File: config.mk
export PLATFORM = sky130hd
export DESIGN_NAME = bbb_array_emulator_flat
export DESIGN_NICKNAME = d
export VERILOG_FILES = /design/src/rtl/bbb_array_pkg.sv /design/src/rtl/bbb_array_emulator_if.sv /design/src/rtl/bbb_pdm_clkgen.sv /design/src/rtl/bbb_array_emulator.sv /design/src/flat_wrapper.sv
export SDC_FILE = /design/constraint.sdc
export NUM_CORES = 1
export LEC_CHECK = 0
export CORE_ASPECT_RATIO = 0.9
export CORE_MARGIN = 2
export CORE_UTILIZATION = 35
export DETAILED_ROUTE_END_ITERATION = 12
export PLACE_DENSITY = 0.65
export SYNTH_ARGS = -nofsm -noshare
export SYNTH_HDL_FRONTEND = slang
export SYNTH_SLANG_ARGS = --single-unit
File: constraint.sdc
create_clock -name clk -period 2.8 [get_ports clk]
set_clock_uncertainty 0.1 [all_clocks]
set_input_delay 0.56 -clock clk [delete_from_list [all_inputs] [get_ports clk]]
set_output_delay 0.56 -clock clk [all_outputs]
set_load 0.05 [all_outputs]
File: src/rtl/bbb_array_pkg.sv
// Shared types and default geometry for the BeagleBone microphone-array emulator and adapter.
package bbb_array_pkg;

    localparam int DEF_NUM_ROWS = 5;
    localparam int DEF_NUM_COLS = 8;
    localparam int DEF_CLK_DIV  = 16;

    typedef enum logic [1:0] {
        IDLE,
        RUN,
        STOP
    } state_t;

    typedef logic [DEF_NUM_COLS-1:0][DEF_NUM_ROWS-1:0] frame_t;

    // A full column scan must finish before the next pdm_clk edge.
    function automatic bit clk_div_ok(input int clk_div, input int num_cols);
        return clk_div >= num_cols + 2;
    endfunction

endpackage

File: src/rtl/bbb_array_emulator_if.sv
// Bus between the array emulator (master) and whatever consumes its PDM stream (slave).
interface bbb_array_emulator_if #(
    parameter int NUM_ROWS  = 5,
    parameter int NUM_COLS  = 8,
    parameter int SEL_WIDTH = $clog2(NUM_COLS)
);
    logic                               enable;
    logic [NUM_COLS-1:0][NUM_ROWS-1:0]  mic_data_r;
    logic [NUM_COLS-1:0][NUM_ROWS-1:0]  mic_data_l;
    logic                               frame_stb;
    logic                               pdm_clk;
    logic                               pulse_lr;
    logic                               lr_phase;
    logic [NUM_ROWS-1:0]                pdm_out;
    logic [SEL_WIDTH-1:0]               sel_out;

    modport master (
        input  enable, mic_data_r, mic_data_l,
        output frame_stb, pdm_clk, pulse_lr, lr_phase, pdm_out, sel_out
    );

    modport slave (
        output enable, mic_data_r, mic_data_l,
        input  frame_stb, pdm_clk, pulse_lr, lr_phase, pdm_out, sel_out
    );
endinterface

File: src/rtl/bbb_pdm_clkgen.sv
// PDM clock divider with run/stop sequencing; emits a strobe for every scan-starting edge.
module bbb_pdm_clkgen
    import bbb_array_pkg::*;
#(
    parameter int CLK_DIV = DEF_CLK_DIV
) (
    input  logic clk,
    input  logic reset_n,
    input  logic enable,
    output logic pdm_clk,
    output logic pulse_lr,
    output logic rise_stb,
    output logic scan_stb
);
    localparam int DIV_W = (CLK_DIV > 1) ? $clog2(CLK_DIV) : 1;

    state_t             state_reg, state_next;
    logic [DIV_W-1:0]   div_cnt_reg, div_cnt_next;
    logic               pdm_clk_reg, pdm_clk_next;
    logic               wrap;

    assign wrap     = (div_cnt_reg == DIV_W'(CLK_DIV - 1));
    assign pdm_clk  = pdm_clk_reg;
    assign pulse_lr = (state_reg != IDLE);

    always_ff @(posedge clk or negedge reset_n) begin
        if (!reset_n) begin
            state_reg   <= IDLE;
            div_cnt_reg <= '0;
            pdm_clk_reg <= 1'b0;
        end else begin
            state_reg   <= state_next;
            div_cnt_reg <= div_cnt_next;
            pdm_clk_reg <= pdm_clk_next;
        end
    end

    always_comb begin
        state_next   = state_reg;
        div_cnt_next = div_cnt_reg;
        pdm_clk_next = pdm_clk_reg;
        rise_stb     = 1'b0;
        scan_stb     = 1'b0;
        case (state_reg)
            IDLE: begin
                div_cnt_next = '0;
                pdm_clk_next = 1'b0;
                if (enable) state_next = RUN;
            end
            RUN: begin
                div_cnt_next = wrap ? '0 : div_cnt_reg + 1'b1;
                if (wrap) begin
                    pdm_clk_next = ~pdm_clk_reg;
                    scan_stb     = 1'b1;
                    rise_stb     = ~pdm_clk_reg;
                end
                if (!enable) state_next = STOP;
            end
            STOP: begin
                // Finish the half period; a high clock drops without starting a left scan.
                div_cnt_next = wrap ? '0 : div_cnt_reg + 1'b1;
                if (wrap) begin
                    pdm_clk_next = 1'b0;
                    state_next   = IDLE;
                end
            end
            default: state_next = IDLE;
        endcase
    end
endmodule

File: src/rtl/bbb_array_emulator.sv
// Transmit-side model of the microphone-array shield: captures a frame per pdm_clk period
// and walks its columns onto the row lines after each pdm_clk edge.
module bbb_array_emulator
    import bbb_array_pkg::*;
#(
    parameter int NUM_ROWS  = DEF_NUM_ROWS,
    parameter int NUM_COLS  = DEF_NUM_COLS,
    parameter int SEL_WIDTH = $clog2(NUM_COLS),
    parameter int CLK_DIV   = DEF_CLK_DIV
) (
    input logic                  clk,
    input logic                  reset_n,
    bbb_array_emulator_if.master bus
);
    generate
        if (!clk_div_ok(CLK_DIV, NUM_COLS)) begin : g_bad_clk_div
            $error("CLK_DIV must be at least NUM_COLS+2");
        end
    endgenerate

    logic pdm_clk, pulse_lr, rise_stb, scan_stb;

    bbb_pdm_clkgen #(
        .CLK_DIV (CLK_DIV)
    ) u_clkgen (
        .clk      (clk),
        .reset_n  (reset_n),
        .enable   (bus.enable),
        .pdm_clk  (pdm_clk),
        .pulse_lr (pulse_lr),
        .rise_stb (rise_stb),
        .scan_stb (scan_stb)
    );

    logic [NUM_COLS-1:0][NUM_ROWS-1:0] shadow_r_reg, shadow_l_reg;
    logic [SEL_WIDTH:0]                scan_cnt_reg;
    logic [SEL_WIDTH-1:0]              sel_reg, scan_idx;
    logic [NUM_ROWS-1:0]               pdm_out_reg;
    logic                              lr_phase_reg;

    assign scan_idx = SEL_WIDTH'(scan_cnt_reg - 1'b1);

    always_ff @(posedge clk or negedge reset_n) begin
        if (!reset_n) begin
            shadow_r_reg <= '0;
            shadow_l_reg <= '0;
            scan_cnt_reg <= '0;
            sel_reg      <= '0;
            pdm_out_reg  <= '0;
            lr_phase_reg <= 1'b0;
        end else begin
            // Both halves are latched at the rise so the left scan is immune to input changes.
            if (rise_stb) begin
                shadow_r_reg <= bus.mic_data_r;
                shadow_l_reg <= bus.mic_data_l;
            end
            if (scan_stb) begin
                scan_cnt_reg <= (SEL_WIDTH+1)'(NUM_COLS);
                lr_phase_reg <= ~pdm_clk;
            end else if (scan_cnt_reg != '0) begin
                pdm_out_reg  <= lr_phase_reg ? shadow_r_reg[scan_idx] : shadow_l_reg[scan_idx];
                sel_reg      <= scan_idx;
                scan_cnt_reg <= scan_cnt_reg - 1'b1;
            end else if (!pulse_lr) begin
                pdm_out_reg  <= '0;
                sel_reg      <= '0;
                lr_phase_reg <= 1'b0;
            end
        end
    end

    assign bus.frame_stb = rise_stb;
    assign bus.pdm_clk   = pdm_clk;
    assign bus.pulse_lr  = pulse_lr;
    assign bus.lr_phase  = lr_phase_reg;
    assign bus.pdm_out   = pdm_out_reg;
    assign bus.sel_out   = sel_reg;
endmodule

File: src/flat_wrapper.sv
// flat-port wrapper written by rule: the top's interface ports become plain ports
module bbb_array_emulator_flat import bbb_array_pkg::*;
#(
    parameter int NUM_ROWS  = DEF_NUM_ROWS,
    parameter int NUM_COLS  = DEF_NUM_COLS,
    parameter int SEL_WIDTH = $clog2(NUM_COLS),
    parameter int CLK_DIV   = DEF_CLK_DIV
)
  (clk, reset_n, bus_enable, bus_mic_data_r, bus_mic_data_l, bus_frame_stb, bus_pdm_clk, bus_pulse_lr, bus_lr_phase, bus_pdm_out, bus_sel_out);
  bbb_array_emulator_if #(.NUM_ROWS(NUM_ROWS), .NUM_COLS(NUM_COLS), .SEL_WIDTH(SEL_WIDTH)) bus_i ();
  input logic clk;
  input logic reset_n;
  input wire logic [$bits(bus_i.enable)-1:0] bus_enable;
  input wire logic [$bits(bus_i.mic_data_r)-1:0] bus_mic_data_r;
  input wire logic [$bits(bus_i.mic_data_l)-1:0] bus_mic_data_l;
  output wire logic [$bits(bus_i.frame_stb)-1:0] bus_frame_stb;
  output wire logic [$bits(bus_i.pdm_clk)-1:0] bus_pdm_clk;
  output wire logic [$bits(bus_i.pulse_lr)-1:0] bus_pulse_lr;
  output wire logic [$bits(bus_i.lr_phase)-1:0] bus_lr_phase;
  output wire logic [$bits(bus_i.pdm_out)-1:0] bus_pdm_out;
  output wire logic [$bits(bus_i.sel_out)-1:0] bus_sel_out;
  assign bus_i.enable = bus_enable;
  assign bus_i.mic_data_r = bus_mic_data_r;
  assign bus_i.mic_data_l = bus_mic_data_l;
  assign bus_frame_stb = bus_i.frame_stb;
  assign bus_pdm_clk = bus_i.pdm_clk;
  assign bus_pulse_lr = bus_i.pulse_lr;
  assign bus_lr_phase = bus_i.lr_phase;
  assign bus_pdm_out = bus_i.pdm_out;
  assign bus_sel_out = bus_i.sel_out;
  bbb_array_emulator #(.NUM_ROWS(NUM_ROWS), .NUM_COLS(NUM_COLS), .SEL_WIDTH(SEL_WIDTH), .CLK_DIV(CLK_DIV)) u_core (.clk(clk), .reset_n(reset_n), .bus(bus_i));
endmodule
# Word-level counts from Yosys, hierarchy flattened
# Cells that the tools add are included.
dict set report totals {
  ff_bits 100
  latchBits 0
  mem_bits_rw 0
  mem_bits_ro 0
  inputBits 83
  out_inout_bits 12
  wordCells 76
  mem_count 0
}
dict set report op_classes {
  addsub 2
  n_mul 0
  n_div 0
  n_lt_le_gt_ge 1
  n_eq_ne 10
  n_shift 0
  muxes 27
  n_bitwise 2
  reduce_logical 11
}
# op n
set op_table {}
lappend op_table {{$bmux W5 S3} 2}
lappend op_table {{$mux W5} 5}
lappend op_table {{$mux W4} 3}
lappend op_table {{$ne A2 B2 Y1 const B} 6}
lappend op_table {{$mux W1} 9}
lappend op_table {{$pmux W4 S2} 1}
lappend op_table {{$mux W2} 3}
lappend op_table {{$mux W3} 2}
lappend op_table {{$pmux W2 S3} 1}
lappend op_table {{$reduce_and A3 Y1} 2}
lappend op_table {{$reduce_bool A2 Y1} 3}
lappend op_table {{$add A4 B1 Y4 const B} 1}
lappend op_table {{$eq A4 B4 Y1 const B} 1}
lappend op_table {{$lt A3 B4 Y1 const B} 1}
lappend op_table {{$reduce_and A2 Y1} 2}
lappend op_table {{$reduce_bool A4 Y1} 1}
lappend op_table {{$sub A4 B1 Y4 const B} 1}
lappend op_table {{$pmux W1 S3} 1}
lappend op_table {{$reduce_bool A3 Y1} 1}
lappend op_table {{$eq A2 B1 Y1 const B} 1}
lappend op_table {{$eq A2 B2 Y1 const B} 1}
lappend op_table {{$logic_not A2 Y1} 1}
lappend op_table {{$ne A2 B1 Y1 const B} 1}
lappend op_table {{$not A1 Y1} 2}
lappend op_table {{$reduce_or A2 Y1} 1}

# Logic depth before layout (Yosys ltp)
dict set report logic_depth {
  ltp_word 5
  depth_mapped 9
}

# By module
# Synthesis repeated with hierarchy kept, for this count alone.
dict set report unflattened {
  cells_unflattened 302
  area_unflattened_um2 4638.2
}
# mod instances cells_each area_per_inst_um2
set by_module_without_submodules {}
lappend by_module_without_submodules {bbb_array_emulator 1 255 4181.5}
lappend by_module_without_submodules {bbb_pdm_clkgen 1 47 456.7}

# Worst setup path before layout
# OpenSTA, ideal clock, no wires.
dict set report synth_path {
  path_kind {flip-flop to flip-flop}
  from {reg u_core.scan_cnt_reg[0]}
  to {reg u_core.pdm_out_reg[0], in the netlist u_core.bus.pdm_out[0]}
  arrival_ns 2.372
  t_required_ns 2.574
  setup_slack_ns 0.202
  path_stages_with_launch 9
  n_path_buf 3
  synth_period_minus_slack_ns 2.598
  cell_sequence {dfrtp_1 > buf_6 > buf_2 > inv_1 > ha_1 > buf_1 > mux4_2 > mux2_2 > a221o_1}
}
dict set report synth_between {
  elab_chain_len 5
  elab_cells_between_ends 10
  classes_between {add/sub (1); eq/ne (1); mux (6); reduce/logical (2)}
}
# item line
set synth_lines {}
lappend synth_lines {{from (decl)} bbb_array_emulator.sv:36} ;# logic [SEL_WIDTH:0] scan_cnt_reg;
lappend synth_lines {{from (signal assigned)} bbb_array_emulator.sv:58} ;# scan_cnt_reg <= (SEL_WIDTH+1)'(NUM_COLS);
lappend synth_lines {{from (signal assigned)} bbb_array_emulator.sv:63} ;# scan_cnt_reg <= scan_cnt_reg - 1'b1;
lappend synth_lines {{$sub A4 B1 Y4} bbb_array_emulator.sv:41} ;# assign scan_idx = SEL_WIDTH'(scan_cnt_reg - 1'b1);
lappend synth_lines {{$bmux W5 S3} bbb_array_emulator.sv:61} ;# pdm_out_reg <= lr_phase_reg ? shadow_r_reg[scan_idx] : shadow_l_reg[scan_idx];
lappend synth_lines {{$mux W5 (implied by the code)} bbb_array_emulator.sv:61}
lappend synth_lines {{$mux W5} bbb_array_emulator.sv:61}
lappend synth_lines {{$mux W5} bbb_array_emulator.sv:60} ;# end else if (scan_cnt_reg != '0) begin
lappend synth_lines {{to (signal assigned)} bbb_array_emulator.sv:61}
lappend synth_lines {{to (decl)} bbb_array_emulator.sv:38} ;# logic [NUM_ROWS-1:0] pdm_out_reg;
# Parallel ways exist; a longest one is shown, timed or not. The select of a mux whose other input is x is not followed.
# A chain may end at the register's enable or synchronous reset.

# Worst setup path after layout
dict set report layout_path {
  from {reg u_core.u_clkgen.state_reg[0]}
  to {out bus_pulse_lr}
}
dict set report layout_between {
  elab_chain_len 1
}
# item line
set layout_lines {}
lappend layout_lines {{from (decl)} bbb_pdm_clkgen.sv:17} ;# state_t state_reg, state_next;
lappend layout_lines {{from (signal assigned)} bbb_pdm_clkgen.sv:32} ;# state_reg <= state_next;
lappend layout_lines {{$reduce_bool A2 Y1} bbb_pdm_clkgen.sv:24} ;# assign pulse_lr = (state_reg != IDLE);
lappend layout_lines {{to (decl)} flat_wrapper.sv:18} ;# output wire logic [$bits(bus_i.pulse_lr)-1:0] bus_pulse_lr;
# No other way between the ends.

==> results.json <==
{
  "place_ws_ns": 0.479,
  "syn-num-nets": 393,
  "synth_area_sq_um": 4570,
  "clk_latency_ns": 0.34,
  "yosysSeqAreaShare": 0.547,
  "slew_viol_final": 0,
  "insertedDiodeCount": 0,
  "r2r_start": "u_core.u_clkgen.div_cnt_reg[0]",
  "path_clk_slew_ns": 0.07,
  "synth_compound_area_frac": 0.0367,
  "drive_above_1_share": 0.259,
  "ctsLongestPathBuffers": 2,
  "nNetsFinal": 492,
  "port_buffers": 94,
  "antenna_found_initial": 0,
  "grt.busiest_layer": "met2",
  "wl_per_cell_um": 17.0,
  "ir_worst_vdd_v": 0.000352,
  "synth_cells": 301,
  "cap_violations": 0,
  "r2r_end": "u_core.shadow_l_reg[5]",
  "drtIter0Drc": 120,
  "fin_ws_ns": 0.145,
  "synth_top_cell_by_area": "dfrtp_1",
  "drc": 0,
  "wl_um": 9670,
  "grt_pass1_vias": 3073,
  "grt_pass1_wl_um": 16100,
  "layout.cells.non_filler": 569,
  "tightest_slew_ns": 0.815,
  "relSlewSlack": 0.457,
  "path_class": "register to primary output",
  "endpoint_kind": "primary output",
  "dp.cells": 553,
  "ys_async_sr_fraction": 1.00,
  "synthAdderAreaFrac": 0.0246,
  "grt_max_degree": 64,
  "cts_tree": "done",
  "cts_buffers": 9,
  "synth_commonest_cells": "dfrtp_1, mux2_2, mux2_1",
  "cts_sinks": 100,
  "synth-seq-cells": 100,
  "num_io_pins": 95,
  "hpwlAfterDp_um": 6990,
  "final_antenna_net_count": 0,
  "ys_types": 33,
  "die_area_sq_um": 14000,
  "synth_top_family_by_area": "multiplexers",
  "yosys-top-cells-area": "dfrtp_1, mux2_2, mux4_2",
  "postCtsSetupBuffers": 0,
  "syn_to_final_growth_pct": 31.9,
  "r2r_slack_ns": 0.48,
  "cp-endpoint": "bus_pulse_lr",
  "post-route-min-period_ns": 2.66,
  "ctsHoldBuffers": 0,
  "synthMuxAreaShare": 0.328,
  "cts-resized-gates": 0,
  "clockRootBuffer": "clkbuf_16",
  "yosysMostFrequentCell": "dfrtp_1",
  "grt_usage": 0.147,
  "p_leak_nw": 2.82,
  "setup_tns_ns": 0,
  "die_width_um": 124,
  "rr_worst_depth": 6,
  "use_met3": 0.0462,
  "synth_edf_count": 0,
  "path_max_fanout": 5,
  "period_share": 0.948,
  "avgSynthCellArea_sq_um": 15.2,
  "overflow": 0,
  "grtUsageMet1": 0.197,
  "setup_viol_count_final": 0,
  "rows": 39,
  "synth_top_area_share": 0.547,
  "viasPerCell": 4.94,
  "worst_setup_path_startpoint": "u_core.u_clkgen.state_reg[0]",
  "rsz0062_at_grt": "false",
  "die_h_um": 112,
  "final_hold_viol_count": 0,
  "synth_warnings": 0,
  "finalWeightedCongestion": 0.766,
  "required_ns": 2.14,
  "yosys.area_share.simple": 0.0326,
  "h-tree-depth": 3,
  "hold_path.class": "primary input to asynchronous set/reset pin",
  "initial_core_util": 0.359,
  "power_density_nw_per_um2": 707,
  "fmax_ghz": 0.377,
  "globalRouteMet2Util": 0.235,
  "drt-pass1-iter-count": 4,
  "start_kind": "register",
  "cp.arrival_ns": 2.00,
  "num_vias": 2812,
  "coreArea_sq_um": 12700,
  "synth_ff_type": "dfrtp_1",
  "status": "finished clean",
  "synthXorXnorAreaFrac": 0.00575
}
## report_power, final
part / switching (mW) / leakage [nW] / internal [mW]
clock: 0.535 / 0.146 / 0.721
combinational: 0.755 / 1.30 / 0.628
sequential: 0.0862 / 1.38 / 1.54
## metrics by stage
| step | hold WS [ns] | utilization | power [mW] | cell area, sq um |
|---|---|---|---|---|
| global placement | 0.362 | 0.450 | 3.04 | 5730 |
| CTS | 0.227 | 0.473 | 4.34 | 6030 |
| finish | 0.190 | 0.473 | 4.26 | 6030 |
| detailed placement | 0.374 | 0.450 | 3.07 | 5730 |
| global route | 0.264 | 0.473 | 4.51 | 6030 |
| floorplan | 0.164 | - | 2.58 | 4570 |
## area by class of cell
class | instances | area (sq um)
sequential | 100 | 2500
tap | 164 | 205
fill | 1129 | 6710
clock buffer | 11 | 243
timing repair buffer | 102 | 1030
clock inverter | 5 | 60.1
multi-input combinational | 181 | 1960
inverter | 6 | 22.5
## how the worst min path moves through the flow
| stage | startpoint | end | slack, ns | depth (start not counted) |
|---|---|---|---|---|
| finish | reset_n | u_core.shadow_r_reg[7] | 0.19 | 1 |
| global route | reset_n | u_core.shadow_r_reg[12] | 0.26 | 1 |
| CTS | reset_n | u_core.shadow_r_reg[7] | 0.23 | 1 |
| detailed placement | u_core.shadow_r_reg[32] | u_core.shadow_r_reg[32] | 0.37 | 1 |
| global placement | u_core.shadow_r_reg[32] | u_core.shadow_r_reg[32] | 0.36 | 1 |
| floorplan | reset_n | u_core.bus.lr_phase | 0.16 | 0 |
## cell families (layout without fill, tap and decap cells)
group	Yosys count	count (layout)
mux	114	114
xor+xnor	3	3
buf+inv	20	124
fa+ha+maj	9	9
compound gates	24	24
flops	100	100
simple gates	31	31
## per-layer routing
metal / part of all wire / vias up
li1: - / 1310
met1: 0.46 / 1418
met2: 0.47 / 76
met3: 0.053 / 8
met4: 0.0097 / 0
met5: 0 / -
## worst max-delay path: stages (launching register included)
cell and delay, ns:
dfrtp_1 0.42, inv_1 0.11, ha_1 0.25, inv_1 0.08
clkdlybuf4s50_1 0.80
## cell usage in the layout, fill, tap and decap left out, types with 2 or more instances in the layout
cell type and instances:
clkdlybuf4s50_1 92, mux2_2 58, nor2b_1 2, clkbuf_16 9, o21ai_0 9, xnor2_1 2, inv_1 6, and3_1 2
nand2_1 11, a221o_1 5, ha_1 9, a21oi_1 2, a21o_1 2, mux4_2 20, nand4_1 2, mux2i_1 6
mux2_1 30, nor3b_1 2, nor2_1 8, dfrtp_1 100, buf_4 7, buf_12 3
No activity file was read; power rests on OpenSTA's default activity.
